File: config.mk
export PLATFORM = sky130hd
export DESIGN_NAME = im_fetch_ctrl
export DESIGN_NICKNAME = d
export VERILOG_FILES = /design/src/rtl/im_fetch_ctrl.sv
export SDC_FILE = /design/constraint.sdc
export NUM_CORES = 1
export LEC_CHECK = 0
export BUFFER_PORTS_ARGS = -buffer_cell sky130_fd_sc_hd__buf_2
export CORE_MARGIN = 3
export CORE_UTILIZATION = 32
export CTS_CLUSTER_DIAMETER = 120
export DETAILED_ROUTE_END_ITERATION = 12
export PLACE_DENSITY = 0.63
export SKIP_CTS_REPAIR_TIMING = 1
export SLEW_MARGIN = 40
export SYNTH_ARGS = -nofsm -noshare
export SYNTH_HDL_FRONTEND = slang
export SYNTH_SLANG_ARGS = --single-unit
File: constraint.sdc
create_clock -name clk -period 3.1 [get_ports clk]
set_clock_uncertainty 0.15 [all_clocks]
set_input_delay 0.62 -clock clk [delete_from_list [all_inputs] [get_ports clk]]
set_output_delay 0.62 -clock clk [all_outputs]
set_load 0.01 [all_outputs]
File: src/rtl/im_fetch_ctrl.sv
// Instruction-fetch sequencer: owns the PC, drives the IM address
// port and tags each returned word with its word index.
module im_fetch_ctrl #(
  parameter int ADDR_W   = 10,
  parameter int RESET_PC = 0
) (
  input  logic        clk,
  input  logic        rst_n,
  input  logic        stall,
  input  logic        halt,
  input  logic        redirect_valid,
  input  logic [31:0] redirect_pc,
  output logic [31:0] im_addr,
  input  logic [31:0] im_rdata,
  output logic [31:0] instr,
  output logic [31:0] instr_pc,
  output logic        instr_valid,
  output logic        halted,
  output logic [31:0] fetch_count
);

  typedef enum logic [1:0] {
    PRIME  = 2'd0,
    RUN    = 2'd1,
    HALTED = 2'd2
  } state_t;

  localparam logic [ADDR_W-1:0] RST_PC = ADDR_W'(RESET_PC);
  localparam logic [ADDR_W-1:0] ONE    = ADDR_W'(1);

  state_t            state_q, state_d;
  logic [ADDR_W-1:0] pc_q, pc_d;
  logic [ADDR_W-1:0] fpc_q, fpc_d;
  logic              fvalid_q, fvalid_d;
  logic [31:0]       cnt_q, cnt_d;

  logic [ADDR_W-1:0] rpc;
  logic [ADDR_W-1:0] addr;
  logic              hold;
  logic              valid;
  logic              accept;
  logic              unused_rpc_hi;

  assign rpc    = redirect_pc[ADDR_W-1:0];
  assign hold   = stall & fvalid_q;
  assign valid  = fvalid_q & ~redirect_valid;
  assign accept = valid & ~stall;
  assign unused_rpc_hi = &{1'b0, redirect_pc[31:ADDR_W]};

  always_ff @(posedge clk) begin
    if (!rst_n) begin
      state_q  <= PRIME;
      pc_q     <= RST_PC;
      fpc_q    <= RST_PC;
      fvalid_q <= 1'b0;
      cnt_q    <= '0;
    end else begin
      state_q  <= state_d;
      pc_q     <= pc_d;
      fpc_q    <= fpc_d;
      fvalid_q <= fvalid_d;
      cnt_q    <= cnt_d;
    end
  end

  always_comb begin
    state_d  = state_q;
    pc_d     = pc_q;
    fpc_d    = fpc_q;
    fvalid_d = fvalid_q;
    cnt_d    = cnt_q + 32'(accept);
    priority case (1'b1)
      redirect_valid: begin
        fpc_d    = rpc;
        pc_d     = rpc + ONE;
        fvalid_d = 1'b1;
        state_d  = RUN;
      end
      halt: begin
        fvalid_d = 1'b0;
        state_d  = HALTED;
      end
      (state_q == HALTED): ;
      (state_q == PRIME): begin
        fpc_d    = pc_q;
        pc_d     = pc_q + ONE;
        fvalid_d = 1'b1;
        state_d  = RUN;
      end
      hold: ;
      default: begin
        fpc_d    = pc_q;
        pc_d     = pc_q + ONE;
        fvalid_d = 1'b1;
      end
    endcase
  end

  // Re-reading fpc_q keeps im_rdata stable while decode is stalled.
  always_comb begin
    addr = pc_q;
    priority case (1'b1)
      redirect_valid:      addr = rpc;
      (state_q == HALTED): addr = fpc_q;
      hold:                addr = fpc_q;
      default:             addr = pc_q;
    endcase
  end

  always_comb begin
    instr       = im_rdata;
    im_addr     = {{(32-ADDR_W){1'b0}}, RST_PC};
    instr_pc    = {{(32-ADDR_W){1'b0}}, fpc_q};
    instr_valid = 1'b0;
    halted      = 1'b0;
    fetch_count = '0;
    if (rst_n) begin
      im_addr     = {{(32-ADDR_W){1'b0}}, addr};
      instr_valid = valid;
      halted      = (state_q == HALTED);
      fetch_count = cnt_q;
    end
  end

endmodule
Word-level counts from Yosys, hierarchy flattened
Index checks and enable logic that the tools add are counted.
{ "word_totals": {"input_bits": 69, "word_cells": 56, "register_bits": 55, "output_inout_bits": 130} }
{ "op_classes": {"bitwise_logic": 6, "eq_ne": 7, "reduce_logical": 9, "mux": 25, "n_addsub": 3} }
{ "op_table": {"columns": ["cell", "count"], "rows": [
  ["2-to-1 mux 10 bit", 13],
  ["adder 32 x 1 -> 32 bit", 1],
  ["2-to-1 mux 32 bit", 1],
  ["adder 10 x 1 -> 10 bit (second input constant)", 2],
  ["2-to-1 mux 1 bit", 8],
  ["AND reduction 2 bit", 4],
  ["2-to-1 mux 2 bit", 3],
  ["!= test 2 bit (second input constant)", 2],
  ["!= test 4 x 3 -> 1 bit (second input constant)", 1],
  ["bitwise AND 1 bit", 3],
  ["!= test 3 x 2 -> 1 bit (second input constant)", 1],
  ["!= test 3 bit (second input constant)", 1],
  ["NOT 1 bit", 3],
  ["AND reduction 3 bit", 1],
  ["nonzero test 3 bit", 1],
  ["== test 2 bit (second input constant)", 1],
  ["logical NOT 2 bit", 1],
  ["!= test 2 x 1 -> 1 bit (second input constant)", 1],
  ["nonzero test 2 bit", 1],
  ["OR reduction 2 bit", 1]
]} }

Logic depth before layout (Yosys ltp)
Gate-level depths: netlist of run 1.
{ "depth": {"word_depth": 6, "ltp_mapped": 11, "depth_no_buf": 7} }

Least setup slack after synthesis of run 1
Ideal clock, no wire load.
{ "synth_path": {"path_type": "input to register", "startpoint": "in redirect_valid", "endpoint": "reg cnt_q[22]", "setup_slack_ns": -0.132, "path_stages": 11, "setup_time_ns": 0.070, "path_buffers": 4, "required_ns": 2.880, "t_arrival_ns": 3.011, "path_cell_list": "clkbuf_1 > clkbuf_1 > clkbuf_1 > nor3b_1 > ha_1 > ha_1 > and4_1 > clkbuf_1 > nand3_1 > or4_1 > a21oi_1"} }
{ "synth_via": {"elab_chain_cells": 4} }
{ "synth_lines": {"columns": ["item", "line", "text"], "rows": [
  ["from (decl)", "11", "input logic redirect_valid,"],
  ["NOT 1 bit", "46", "assign valid = fvalid_q & ~redirect_valid;"],
  ["bitwise AND 1 bit", "46", null],
  ["bitwise AND 1 bit", "47", "assign accept = valid & ~stall;"],
  ["adder 32 x 1 -> 32 bit", "71", "cnt_d = cnt_q + 32'(accept);"],
  ["to (signal assigned)", "62", "cnt_q <= cnt_d;"],
  ["to (decl)", "35", "logic [31:0] cnt_q, cnt_d;"]
]} }
No other way between the ends.
A chain may end at the register's enable or synchronous reset.

Worst setup path after layout of run 1
{ "layout_path": {"startpoint": "in redirect_valid", "endpoint": "out im_addr[0]"} }
{ "layout_via": {"elab_chain_cells": 2} }
{ "layout_lines": {"columns": ["item", "line", "text"], "rows": [
  ["2-to-1 mux 10 bit", "102", "priority case (1'b1)"],
  ["2-to-1 mux 10 bit", "117", "if (rst_n) begin"],
  ["to (decl)", "13", "output logic [31:0] im_addr,"]
]} }
No other way between the ends.

==> results of run 1 <==
through the flow:
step | area (um^2) | std cells
after floorplan | 4010 | 544
after global placement | 3920 | 664
after detailed placement | 3920 | 664
after CTS | 4060 | 672
after global routing | 4060 | 672
final | 4060 | 672
worst min-delay path, stage by stage, from the launching register on:
cell	delay [ps]
dfxtp_1	320
nand2_1	60
a31oi_1	70
final timing paths:
kind,startpoint,end,slack (ps)
max,redirect_valid,im_addr[0],360
min,fpc_q[4],fpc_q[4],340
max reg2reg,fvalid_q,cnt_q[30],650
min reg2reg,fpc_q[4],fpc_q[4],340
power groups by stage:
stage               combinational, mW  clock, mW  sequential [mW]
global route                    0.244      0.624            0.757
global placement                0.209          0            0.768
floorplan                       0.224          0            0.767
finish                          0.216      0.586            0.754
detailed placement              0.214          0            0.769
CTS                             0.215      0.592            0.753
metal layers:
layer / track usage / vias to the layer above / share of wire
met2: 0.237 / 133 / 0.46
met4: 0.0477 / 0 / 0.020
met5: 0 / - / 0
met3: 0.0292 / 21 / 0.065
li1: - / 1713 / -
met1: 0.190 / 1637 / 0.46
logic make-up after synthesis:
family	count (synthesis)	share of synthesized area
xor+xnor	14	0.0320
compound gates	87	0.140
fa+ha+maj	4	0.0131
mux	11	0.0316
buf+inv	110	0.189
flops	55	0.287
other cells	1	0.000978
simple gates	219	0.307
area by class of cell:
type / count / area, um^2 / share of cell area
tap: 143 / 179 / 0.0440
clock buffer: 6 / 129 / 0.0317
sequential: 55 / 1100 / 0.271
multi-input combinational: 379 / 2180 / 0.537
inverter: 7 / 26.3 / 0.00647
clock inverter: 2 / 16.3 / 0.00400
timing repair buffer: 80 / 430 / 0.106
synth_stat cells, drive strengths merged:
master / instances / share of area
a211oi: 1 / 0.0020
a21o: 2 / 0.0039
a21oi: 23 / 0.030
a221oi: 1 / 0.0023
a22oi: 2 / 0.0039
a311oi: 1 / 0.0023
a31o: 2 / 0.0046
a31oi: 19 / 0.031
and2: 37 / 0.061
and3: 6 / 0.0098
and4: 6 / 0.014
buf: 80 / 0.16
clkbuf: 23 / 0.025
conb: 1 / 0.00098
dfxtp: 55 / 0.29
ha: 4 / 0.013
inv: 7 / 0.0069
mux2: 9 / 0.026
mux2i: 2 / 0.0052
nand2: 59 / 0.058
nand2b: 2 / 0.0033
nand3: 27 / 0.035
nand3b: 1 / 0.0020
nand4: 21 / 0.036
nand4b: 3 / 0.0069
nor2: 23 / 0.023
nor2b: 2 / 0.0033
nor3: 9 / 0.012
nor3b: 2 / 0.0039
nor4: 2 / 0.0033
o211ai: 2 / 0.0039
o21a: 2 / 0.0039
o21ai: 18 / 0.023
o311a: 1 / 0.0026
o311ai: 2 / 0.0046
o31ai: 11 / 0.022
or3: 6 / 0.0098
or4: 13 / 0.026
xnor2: 5 / 0.011
xor2: 9 / 0.021
registers in the layout (all words and copies together) (netlist names):
| signal | flops |
|---|---|
| state_q | 2 |
| cnt_q | 32 |
| fpc_q | 10 |
| fvalid_q | 1 |
| pc_q | 10 |
==> impl_metrics.tcl, run 1 <==
set metrics [dict create \
    p_seq_frac 0.485 \
    antenna_found_initial 0 \
    synthCells 501 \
    nets 601 \
    min_period_ps 2740 \
    grt-ovfl-total 0 \
    hold_depth 2 \
    path_class "in -> out" \
    clkTransAtPathRegs_ps 70 \
    die_y_um 115 \
    hold_violations 0 \
    clk_latency_ps 300 \
    synth.avg_cell_area_um2 7.65 \
    layout_commonest_cell "buf_2" \
    first_iter_violations 148 \
    ys_ff_latch 55 \
    total_power_mw 1.56 \
    grt_pass1_wl_um 15700 \
    nFillCells 1245 \
    cts_inserted_buffers 5 \
    max_cap_viol_count 0 \
    clockPowerShare 0.377 \
    p_switching_mw 0.452 \
    end_kind "primary output" \
    routed_wl_um 9740 \
    grt_use_total 0.145 \
    hold_path.class "reg -> reg" \
    ioPinCount 199 \
    max-vdd-ir-drop_mv 0.183 \
    crit_buf_inv 5 \
    yosysUniqueCellTypes 47 \
    worstPathRequired_ps 2330 \
    finalSetupViolations 0 \
    rsz0062_at_grt "false" \
    reg2regPathDepth 7 \
    worst_hold_slack_ps 342 \
    crit_family "buffers and inverters" \
    drv_slew 0 \
    syn_to_final_growth_pct 5.97 \
    drive_gt1_frac 0.198 \
    crit_arrival_ps 1970 \
    status "completed" \
    utilization 0.351 \
    tritoncts "built" \
    slowest_stage "a311oi_1" \
    clock-root-buffer "clkbuf_16" \
    clock-sinks 55 \
    place_congestion 0.827 \
    finalSetupTns_ps 0 \
    antenna_left 0 \
    hpwl_um 7010 \
    yosysSeqAreaShare 0.287 \
    num_antenna_cells 0 \
    fmax_mhz 365 \
    initial_utilization 0.332 \
    path_cells "buf_2, buf_4, inv_1, buf_4, nor2_1, a311oi_1, buf_2" \
    row_count 39 \
    p_sw_frac 0.290 \
    die_w_um 115 \
    grt_pass1_vias 3176 \
    grt_max_degree 32 \
    syn-cell-area_um2 3830 \
    cp.depth 7 \
    final_cell_mix "buf_2, nand2_1, dfxtp_1" \
    viasPerCell 5.21 \
    cpPeakStageDelay_ps 370 \
    cts_max_level 2 \
    leakage_nw 1.69 \
    drt-pass1-iter-count 4 \
    die_area_um2 13300 \
    port_buffers 68 \
    combinationalPowerShare 0.139 \
    p_int_mw 1.10 \
    clk_path_buf_depth 2 \
    drc 0 \
    worst_slack_ps 363 \
    wl_per_cell_um 14.5 \
    cp-start-kind "primary input" \
    vias 3504 \
    preCtsSetupSlack_ps 232 \
    coreArea_um2 11600 \
    yosys_warnings 0 \
    max_slew_margin 0.548 \
    crit_fanout 19 \
    period_share 0.883 \
    power.density_nw_per_um2 383 \
    worst_pin_slew_ps 676 \
]
(Power assumes the default switching activity.)
==> inputs of run 2 (changes only) <==
--- a/config.mk
+++ b/config.mk
@@ -6,4 +6,5 @@
 export NUM_CORES = 1
 export LEC_CHECK = 0
+export ABC_AREA = 1
 export BUFFER_PORTS_ARGS = -buffer_cell sky130_fd_sc_hd__buf_2
 export CORE_MARGIN = 3
--- a/constraint.sdc
+++ b/constraint.sdc
@@ -3,3 +3,3 @@
 set_input_delay 0.62 -clock clk [delete_from_list [all_inputs] [get_ports clk]]
 set_output_delay 0.62 -clock clk [all_outputs]
-set_load 0.01 [all_outputs]
+set_load 0.02 [all_outputs]
==> run 2 against run 1 <==
Against the previous run: sequential power barely moved; hold slack worse by 15 ps; synthesized cell count is 26% higher; clock-buffer cell count is the same; highest routed layer unchanged; synthesized area increased by 4.8%; wire length down 1.7%; sequential cell count did not move; combinational power up 33%; largest cell class unchanged.
==> impl_metrics.tcl, run 2 <==
set metrics [dict create \
    cts_max_level 2 \
    antenna_found_initial 0 \
    place_congestion 0.853 \
    synth-simple-area-share 0.317 \
    r2r_end "cnt_q[14]" \
    worstPathRequired_ps 2330 \
    syn_to_final_growth_pct 6.75 \
    placed_area_um2 4140 \
    reg.largest.list "cnt_q (32), fpc_q (10), pc_q (10)" \
    reg2reg_from "fvalid_q" \
    synth_commonest_cells "nand2_1, inv_1, buf_4" \
    hold_violations 0 \
    leakage_nw 2.13 \
    grt_max_degree 45 \
    num_antenna_cells 0 \
    yosysUniqueCellTypes 33 \
    fmax_mhz 367 \
    antenna_left 0 \
    clock-sinks 55 \
    routed_wl_um 9580 \
    worst_pin_slew_ps 556 \
    ioPinCount 199 \
    port_buffers 68 \
    synth_top_family_by_area "simple AND/OR/NAND/NOR gates" \
    ys.flop_type "dfxtp_1" \
    place_inst 827 \
    vias 3660 \
    finalSetupViolations 0 \
    stdcell_area_um2 4290 \
    synth_largest_area_cell "dfxtp_1" \
    viasPerCell 4.39 \
    worst_hold_slack_ps 327 \
    yosysSeqAreaShare 0.274 \
    stdcell_count 834 \
    synth.area.mux_share 0 \
    synthAdderAreaFrac 0.0124 \
    grt_use_total 0.132 \
    drv_slew 0 \
    max_cap_viol_count 0 \
    clkTransAtPathRegs_ps 70 \
    syn-cell-area_um2 4020 \
    hold_depth 2 \
    row_count 40 \
    preCtsSetupSlack_ps 321 \
    clk_latency_ps 300 \
    synth_compound_area_frac 0.125 \
    clock-root-buffer "clkbuf_16" \
    synthDominantCellAreaShare 0.274 \
    drc 0 \
    wl_per_cell_um 11.5 \
    hold_path.class "reg -> reg" \
    tritoncts "built" \
    status "completed" \
    initial_utilization 0.331 \
    grt_pass1_wl_um 15500 \
    synth_xor_area_frac 0.0174 \
    grt.met2_usage 0.215 \
    rsz0062_at_grt "false" \
    cp-start-kind "primary input" \
    ys_ff_latch 55 \
    drt-pass1-iter-count 6 \
    synthTopCellsByArea "dfxtp_1, nand2_1, buf_4" \
    crit_fanout 12 \
    first_iter_violations 207 \
    power.density_nw_per_um2 379 \
    ff2ff_setup_slack_ps 800 \
    die_y_um 118 \
    top_register "cnt_q" \
    grt-ovfl-total 0 \
    use_met3 0.0284 \
    finalSetupTns_ps 0 \
    final_cell_mix "nand2_1, inv_1, buf_2" \
    synth_edf_count 0 \
    die_area_um2 13900 \
    largest_reg_flops 32 \
    nets 739 \
    synth-async-reset-ratio 0 \
    synth.avg_cell_area_um2 6.36 \
    clk_path_buf_depth 2 \
    yosys_warnings 0 \
    synthCells 632 \
    startpoint "rst_n" \
    worst_slack_ps 374 \
    path_class "in -> out" \
    busiest_layer "met2" \
    period_share 0.879 \
    grt_pass1_vias 3261 \
    drive_gt1_frac 0.174 \
    crit_end "im_addr[5]" \
    max_slew_margin 0.628 \
    reg2regPathDepth 11 \
    globalRouteMet1Util 0.177 \
    coreArea_um2 12200 \
    end_kind "primary output" \
    max-vdd-ir-drop_mv 0.254 \
    die_w_um 118 \
    crit_arrival_ps 1960 \
    min_period_ps 2730 \
    hpwl_um 7140 \
    yosysMostFrequentCell "nand2_1" \
    layout_commonest_cell "nand2_1" \
    cts_inserted_buffers 5 \
]
## run 2: cell types whose count changed in the layout (fill, tap and decap cells not counted), moves of 9 or more
cell     before  now
o32ai_1       0   10
a31oi_1      19    8
o31ai_1      11    0
inv_1         7   91
or4_1        12    0
nand2_2       0    9
nand4_1      20    4
mux2_2        9    0
nor2_1       23   56
nand2_1      59  158
and2_1       35    0
a21oi_1      23   34
## run 2: cells by family (layout without fill, tap and decap cells)
kind of cell / count (synthesis) / after routing
fa+ha+maj: 4 / 4
flops: 55 / 55
simple gates: 291 / 291
other cells: 1 / 44
buf+inv: 188 / 179
compound gates: 85 / 85
xor+xnor: 8 / 8
## run 2: final cells by class
| cell class | instances | area (um^2) |
|---|---|---|
| fill | 1332 | 7870 |
| multi-input combinational | 432 | 2070 |
| sequential | 55 | 1100 |
| timing repair buffer | 77 | 408 |
| inverter | 95 | 359 |
| tap | 168 | 210 |
| clock buffer | 6 | 139 |
| clock inverter | 1 | 8.76 |
## run 2: power by group
group          internal, mW  switching (mW)
clock                 0.321           0.269
combinational        0.0788           0.208
sequential            0.731          0.0203
## run 2: how the worst min path moves through the flow
stage | startpoint | end | slack, ps
6_report | cnt_q[30] | cnt_q[30] | 330
5_1_grt | state_q[1] | state_q[1] | 360
4_1_cts | state_q[1] | state_q[1] | 330
3_5_place_dp | state_q[1] | state_q[1] | 320
3_3_place_gp | state_q[1] | state_q[1] | 310
2_1_floorplan | state_q[1] | state_q[1] | 300
## run 2: critical path, stage by stage
cell and delay (ps):
buf_2 230, clkinv_1 360, buf_4 290, o32ai_1 200, buf_2 240
## run 2: metal layers
layer  vias up  part of all wire
met5         -                 0
met2       121              0.46
met1      1598              0.47
met4         0            0.0089
met3        11             0.068
li1       1930                 -
## run 2: per-stage QoR
stage                util  power (mW)
detailed placement  0.341        1.05
finish              0.353        1.63
global placement    0.341        1.05
CTS                 0.353        1.64
floorplan               -        1.08
global route        0.353        1.70
